**config.mk**
```make
export PLATFORM = sky130hd
export DESIGN_NAME = z80_bus_arbiter
export DESIGN_NICKNAME = d
export VERILOG_FILES = /design/src/rtl/z80_ext_pkg.sv /design/src/rtl/z80_bus_arbiter_sync2.sv /design/src/rtl/z80_bus_arbiter.sv
export SDC_FILE = /design/constraint.sdc
export NUM_CORES = 1
export LEC_CHECK = 0
export CORE_ASPECT_RATIO = 0.9
export CORE_MARGIN = 5
export CORE_UTILIZATION = 35
export DETAILED_ROUTE_END_ITERATION = 6
export SLEW_MARGIN = 10
export SYNTH_ARGS = -nofsm -noshare
export SYNTH_HDL_FRONTEND = slang
export SYNTH_SLANG_ARGS = --single-unit
export TNS_END_PERCENT = 20
```
**constraint.sdc**
```tcl
create_clock -name clk -period 4.7 [get_ports clk]
set_input_delay 0.94 -clock clk [delete_from_list [all_inputs] [get_ports clk]]
set_output_delay 0.94 -clock clk [all_outputs]
set_load 0.01 [all_outputs]
```
**src/rtl/z80_ext_pkg.sv**
```systemverilog
// Shared definitions for the Z80 external-bus helpers.
//   arb_state_e : bus arbiter FSM encoding (IDLE..RELEASE)
//   REQ_LOADER / REQ_DEBUG : requester slot indices on req/gnt
//   gnt_onehot()  : owner index -> one-hot grant vector
package z80_ext_pkg;

  typedef enum logic [2:0] {
    IDLE    = 3'd0,
    REQ     = 3'd1,
    GRANT   = 3'd2,
    HANDOFF = 3'd3,
    RELEASE = 3'd4
  } arb_state_e;

  localparam int REQ_LOADER = 0;
  localparam int REQ_DEBUG  = 1;

  function automatic logic [1:0] gnt_onehot(input logic idx);
    return idx ? 2'b10 : 2'b01;
  endfunction

endpackage

```
**src/rtl/z80_bus_arbiter_sync2.sv**
```systemverilog
// sync2: generic two-flop synchroniser for asynchronous level inputs.
//   clk, rst_n : clock, async active-low reset (flops load RST_VAL)
//   d          : asynchronous input
//   q          : synchronised output (second flop)
module sync2 #(
  parameter int         W       = 1,
  parameter logic [W-1:0] RST_VAL = '1
) (
  input  logic         clk,
  input  logic         rst_n,
  input  logic [W-1:0] d,
  output logic [W-1:0] q
);

  logic [W-1:0] meta;

  always_ff @(posedge clk or negedge rst_n) begin
    if (!rst_n) begin
      meta <= RST_VAL;
      q    <= RST_VAL;
    end else begin
      meta <= d;
      q    <= meta;
    end
  end

endmodule

```
**src/rtl/z80_bus_arbiter.sv**
```systemverilog
// z80_bus_arbiter: shares the Z80 bus between two internal masters through
// the BUSRQ/BUSAK handshake, fixed priority (req[0] wins), no preemption,
// hand-off between owners without releasing BUSRQ, and an ack timeout.
//   clk, rst_n   : clock, async active-low reset
//   req[1:0]     : level requests, held until done
//   gnt[1:0]     : one-hot grant, owner drives the bus only while set
//   z80_busrq_n  : to Z80 BUSRQ (active low)
//   z80_busak_n  : from Z80 BUSAK (async, active low)
//   bus_owned    : any grant active
//   timeout_err  : one-cycle pulse when BUSAK fails to follow BUSRQ
module z80_bus_arbiter
  import z80_ext_pkg::*;
#(
  parameter int TIMEOUT = 1023,
  parameter int CNT_W   = 10
) (
  input  logic       clk,
  input  logic       rst_n,
  input  logic [1:0] req,
  output logic [1:0] gnt,
  output logic       z80_busrq_n,
  input  logic       z80_busak_n,
  output logic       bus_owned,
  output logic       timeout_err
);

  localparam logic [CNT_W-1:0] TO_VAL  = CNT_W'(TIMEOUT);
  localparam logic [CNT_W-1:0] CNT_MAX = '1;

  arb_state_e       state;
  logic [CNT_W-1:0] cnt;
  logic             owner;
  logic             busak_s;

  sync2 #(.W(1), .RST_VAL(1'b1)) u_busak_sync (
    .clk   (clk),
    .rst_n (rst_n),
    .d     (z80_busak_n),
    .q     (busak_s)
  );

  always_ff @(posedge clk or negedge rst_n) begin
    if (!rst_n) begin
      state       <= IDLE;
      cnt         <= '0;
      owner       <= 1'b0;
      gnt         <= 2'b00;
      z80_busrq_n <= 1'b1;
      bus_owned   <= 1'b0;
      timeout_err <= 1'b0;
    end else begin
      timeout_err <= 1'b0;
      case (state)
        IDLE: begin
          if (req != 2'b00) begin
            owner       <= req[REQ_LOADER] ? 1'b0 : 1'b1;
            cnt         <= '0;
            z80_busrq_n <= 1'b0;
            state       <= REQ;
          end
        end

        REQ: begin
          if (cnt != CNT_MAX) cnt <= cnt + 1'b1;
          // Abort beats a late acknowledge: owner no longer wants the bus.
          if (!req[owner]) begin
            z80_busrq_n <= 1'b1;
            cnt         <= '0;
            state       <= RELEASE;
          end else if (!busak_s) begin
            gnt       <= gnt_onehot(owner);
            bus_owned <= 1'b1;
            state     <= GRANT;
          end else if (cnt == TO_VAL) begin
            timeout_err <= 1'b1;
            z80_busrq_n <= 1'b1;
            cnt         <= '0;
            state       <= RELEASE;
          end
        end

        GRANT: begin
          if (!req[owner]) begin
            gnt       <= 2'b00;
            bus_owned <= 1'b0;
            // Keep BUSRQ low if the other master is waiting: Z80 stays parked.
            if (req[~owner]) begin
              state <= HANDOFF;
            end else begin
              z80_busrq_n <= 1'b1;
              cnt         <= '0;
              state       <= RELEASE;
            end
          end
        end

        HANDOFF: begin
          // Dead cycle with no grant so the two masters never overlap.
          owner <= ~owner;
          if (req[~owner]) begin
            gnt       <= gnt_onehot(~owner);
            bus_owned <= 1'b1;
            state     <= GRANT;
          end else begin
            z80_busrq_n <= 1'b1;
            cnt         <= '0;
            state       <= RELEASE;
          end
        end

        RELEASE: begin
          if (cnt != CNT_MAX) cnt <= cnt + 1'b1;
          if (busak_s) begin
            state <= IDLE;
          end else if (cnt == TO_VAL) begin
            timeout_err <= 1'b1;
            state       <= IDLE;
          end
        end

        default: state <= IDLE;
      endcase
    end
  end

endmodule

```
==> impl_results.md <==
- Most common cell after layout, fill and taps aside: dfrtp_1
- # hold bufs at CTS: 0
- Most frequent cells in the layout: dfrtp_1, nor2_1, nand2_1, clkdlybuf4s50_1, o22a_1
- Mean post-synth cell area: 9.80 um^2
- End-of-flow core utilization: 39.0%
- Crit path launch type: primary input
- Vias in the first global route: 1144
- IO Port Bufs: 9
- Post-synthesis sequential area ratio: 36.8%
- Netlist cell types: 54
- Syn nets: 154
- Min Tclk post-route: 2.99 ns
- Finish-stage setup viols: 0
- PwrDens: 531 nW/um^2
- First-pass GRT wire length: 5480 um
- DRT Wirelength: 3240 um
- CP delay by family, top: compound AO/OA/AOI/OAI gates
- Setup ws final: 1.71 ns
- Worst-path cell chain: clkdlybuf4s50_1, or3_4, a221oi_2, or2_1, o22a_1
- Worst path bufs/invs: 1
- Critical path class: in -> reg
- Crit. End Element: flip-flop
- Total GRT Usage: 11.9%
- Initial antenna violation count: 0
- Via count: 1191
- Synthesized netlist cell count: 147
- Site Rows: 22
- Post-cts sizing count: 0
- Post-placement setup slack: 1.46 ns
- Status: finished, final reports clean
- Total clock sinks: 21
- Syn Std Cell Area: 1440 um^2
- Setup bufs post-CTS: 0
- Buffer depth of the longest clock path: 2
- DRT Pass-1 Iters: 4
- Synthesis-to-layout area growth: 8.95%
- Number of CTS-inserted buffers: 3
- LEAKAGE: 0.643 nW
- CTS tree: done
- WP data required: 4.91 ns
- Vias per inst: 6.02
- Number of diodes: 0
- Core ar.: 4020 um^2
- CTS H-tree lvls: 1
- Min-Delay Path Class: reg -> reg
- Crit share post-route: 63.6%
- Die Area: 5500 um^2
- Detailed Place HPWL: 2200 um
- Initial core utilization: 35.8%
- GP Congestion: 0.836
- CP max stage cell: a221oi_2
- Final Max Slew Viols: 0
- Fin area: 1570 um^2
- Setup_tns: 0 ns
- Synth warn: 0
- Die extent in y: 70.9 um
- Fin. Hold Viols: 0
- Clock root buffer: clkbuf_8
- Total Power: 0.000834 W
- Slew headroom: 35.5%
- Remaining antenna violation count: 0
- IO Pins: 10
- Die Wd: 77.6 um
- Max Fclk: 334 MHz
- Worst slew pin tran: 0.964 ns
- Critical path arrival: 3.20 ns
- NumNets Final: 158
- Worst path max stage delay: 0.75 ns
- Gr ovfl total: 0
- Initial DRC Count: 71
- CP max FO: 11
- Largest net degree at the start of global routing: 22
- Max_cap viols: 0
- VDD IR max: 0.312 mV
- Synth Register Bits: 21
- CTS clk-pin slew, worst paths: 0.08 ns
- DR WL/cell: 16.4 um
- RSZ-0062 raised after global routing: no
- Fraction of layout instances using a drive strength above 1: 14.7%
- DRC errors left: 0
- Post-DP Area: 1520 um^2
- Later-pin clock latency in the skew report: 0.27 ns
- Clock skew: 0.00373 ns
-- through the flow --
stage / hold WS (ns) / std cells
floorplan: 0.345 / 147
global placement: 0.347 / 194
detailed placement: 0.348 / 194
CTS: 0.360 / 198
global route: 0.361 / 198
finish: 0.358 / 198
-- Yosys cell counts (all sizes together) --
master	count	share of area [%]
nor4	5	3.2
a311oi	4	2.4
nor3b	2	1.4
clkbuf	4	1.0
nand2b	1	0.43
a21o	1	0.52
o2bb2ai	1	0.61
o21ai	5	1.7
a21boi	1	0.52
a21oi	7	2.4
and2	1	0.43
nor2	12	3.1
nand4	2	1.9
inv	5	1.3
a211o	1	0.61
nor4b	3	1.8
or3	2	1.2
a221oi	1	1.0
nor2b	3	1.3
buf	6	3.6
dfstp	3	5.5
a22oi	1	0.52
a41oi	1	0.61
mux2	6	5.0
a32o	1	0.70
mux2i	3	2.3
o211ai	1	0.52
a31oi	1	0.87
a31o	1	0.61
o22ai	2	1.7
o32a	2	1.4
and3	3	1.3
and4	1	0.61
a211oi	5	2.6
nand3b	1	0.52
nand2	9	2.3
dfrtp	18	31
or2	2	0.87
nand3	6	2.1
o22a	8	4.9
nor3	3	1.4
ha	2	1.7
-- cell families (layout without fill, tap and decap cells) --
family / count (synthesis) / in the layout / share of synthesized area, %
adder cells (fa/ha/maj): 2 / 2 / 1.74
buffers and inverters: 15 / 18 / 5.91
flip-flops: 21 / 21 / 36.8
AO/OA/AOI/OAI: 44 / 44 / 24.3
multiplexers: 9 / 9 / 7.30
AND/OR/NAND/NOR: 56 / 56 / 24.0
-- state kept, by name (all words and copies together) (netlist names) --
register,flops
bus_owned,1
cnt,10
gnt,2
owner,1
state,3
timeout_err,1
u_busak_sync.meta,1
u_busak_sync.q,1
z80_busrq_n,1
-- worst paths after layout --
check                                  startpoint        endpoint  slack, ns  cells after the start
worst min-delay path            u_busak_sync.meta  u_busak_sync.q       0.36                      0
worst min register to register  u_busak_sync.meta  u_busak_sync.q       0.36                      0
min in group asynchronous                   rst_n          cnt[3]       1.20                      1
max in group asynchronous                   rst_n          cnt[8]       2.91                      1
worst max register to register           state[1]          cnt[4]       2.28                      4
worst max-delay path                       req[0]          cnt[4]       1.71                      5
-- layout make-up --
class	instances	area, um^2
Fill cell	396	2450
Tap cell	48	60.1
Clock buffer	4	45.0
Multi-Input combinational cell	111	826
Timing Repair Buffer	9	90.1
Inverter	5	18.8
Sequential cell	21	529
-- report_power, final --
group	internal (W)	total [W]	switching (W)
combinational	0.000195	0.000399	0.000204
sequential	0.000226	0.000310	0.0000837
clock	0.0000606	0.000124	0.0000639
-- routing by layer --
metal | wire [um] | GRT usage (%)
met2 | 1550 | 18.6
met4 | 44 | 4.58
met3 | 101 | 1.78
met1 | 1550 | 16.6
met5 | 0 | 0
Note: power is estimated with default switching activity, not from simulation.
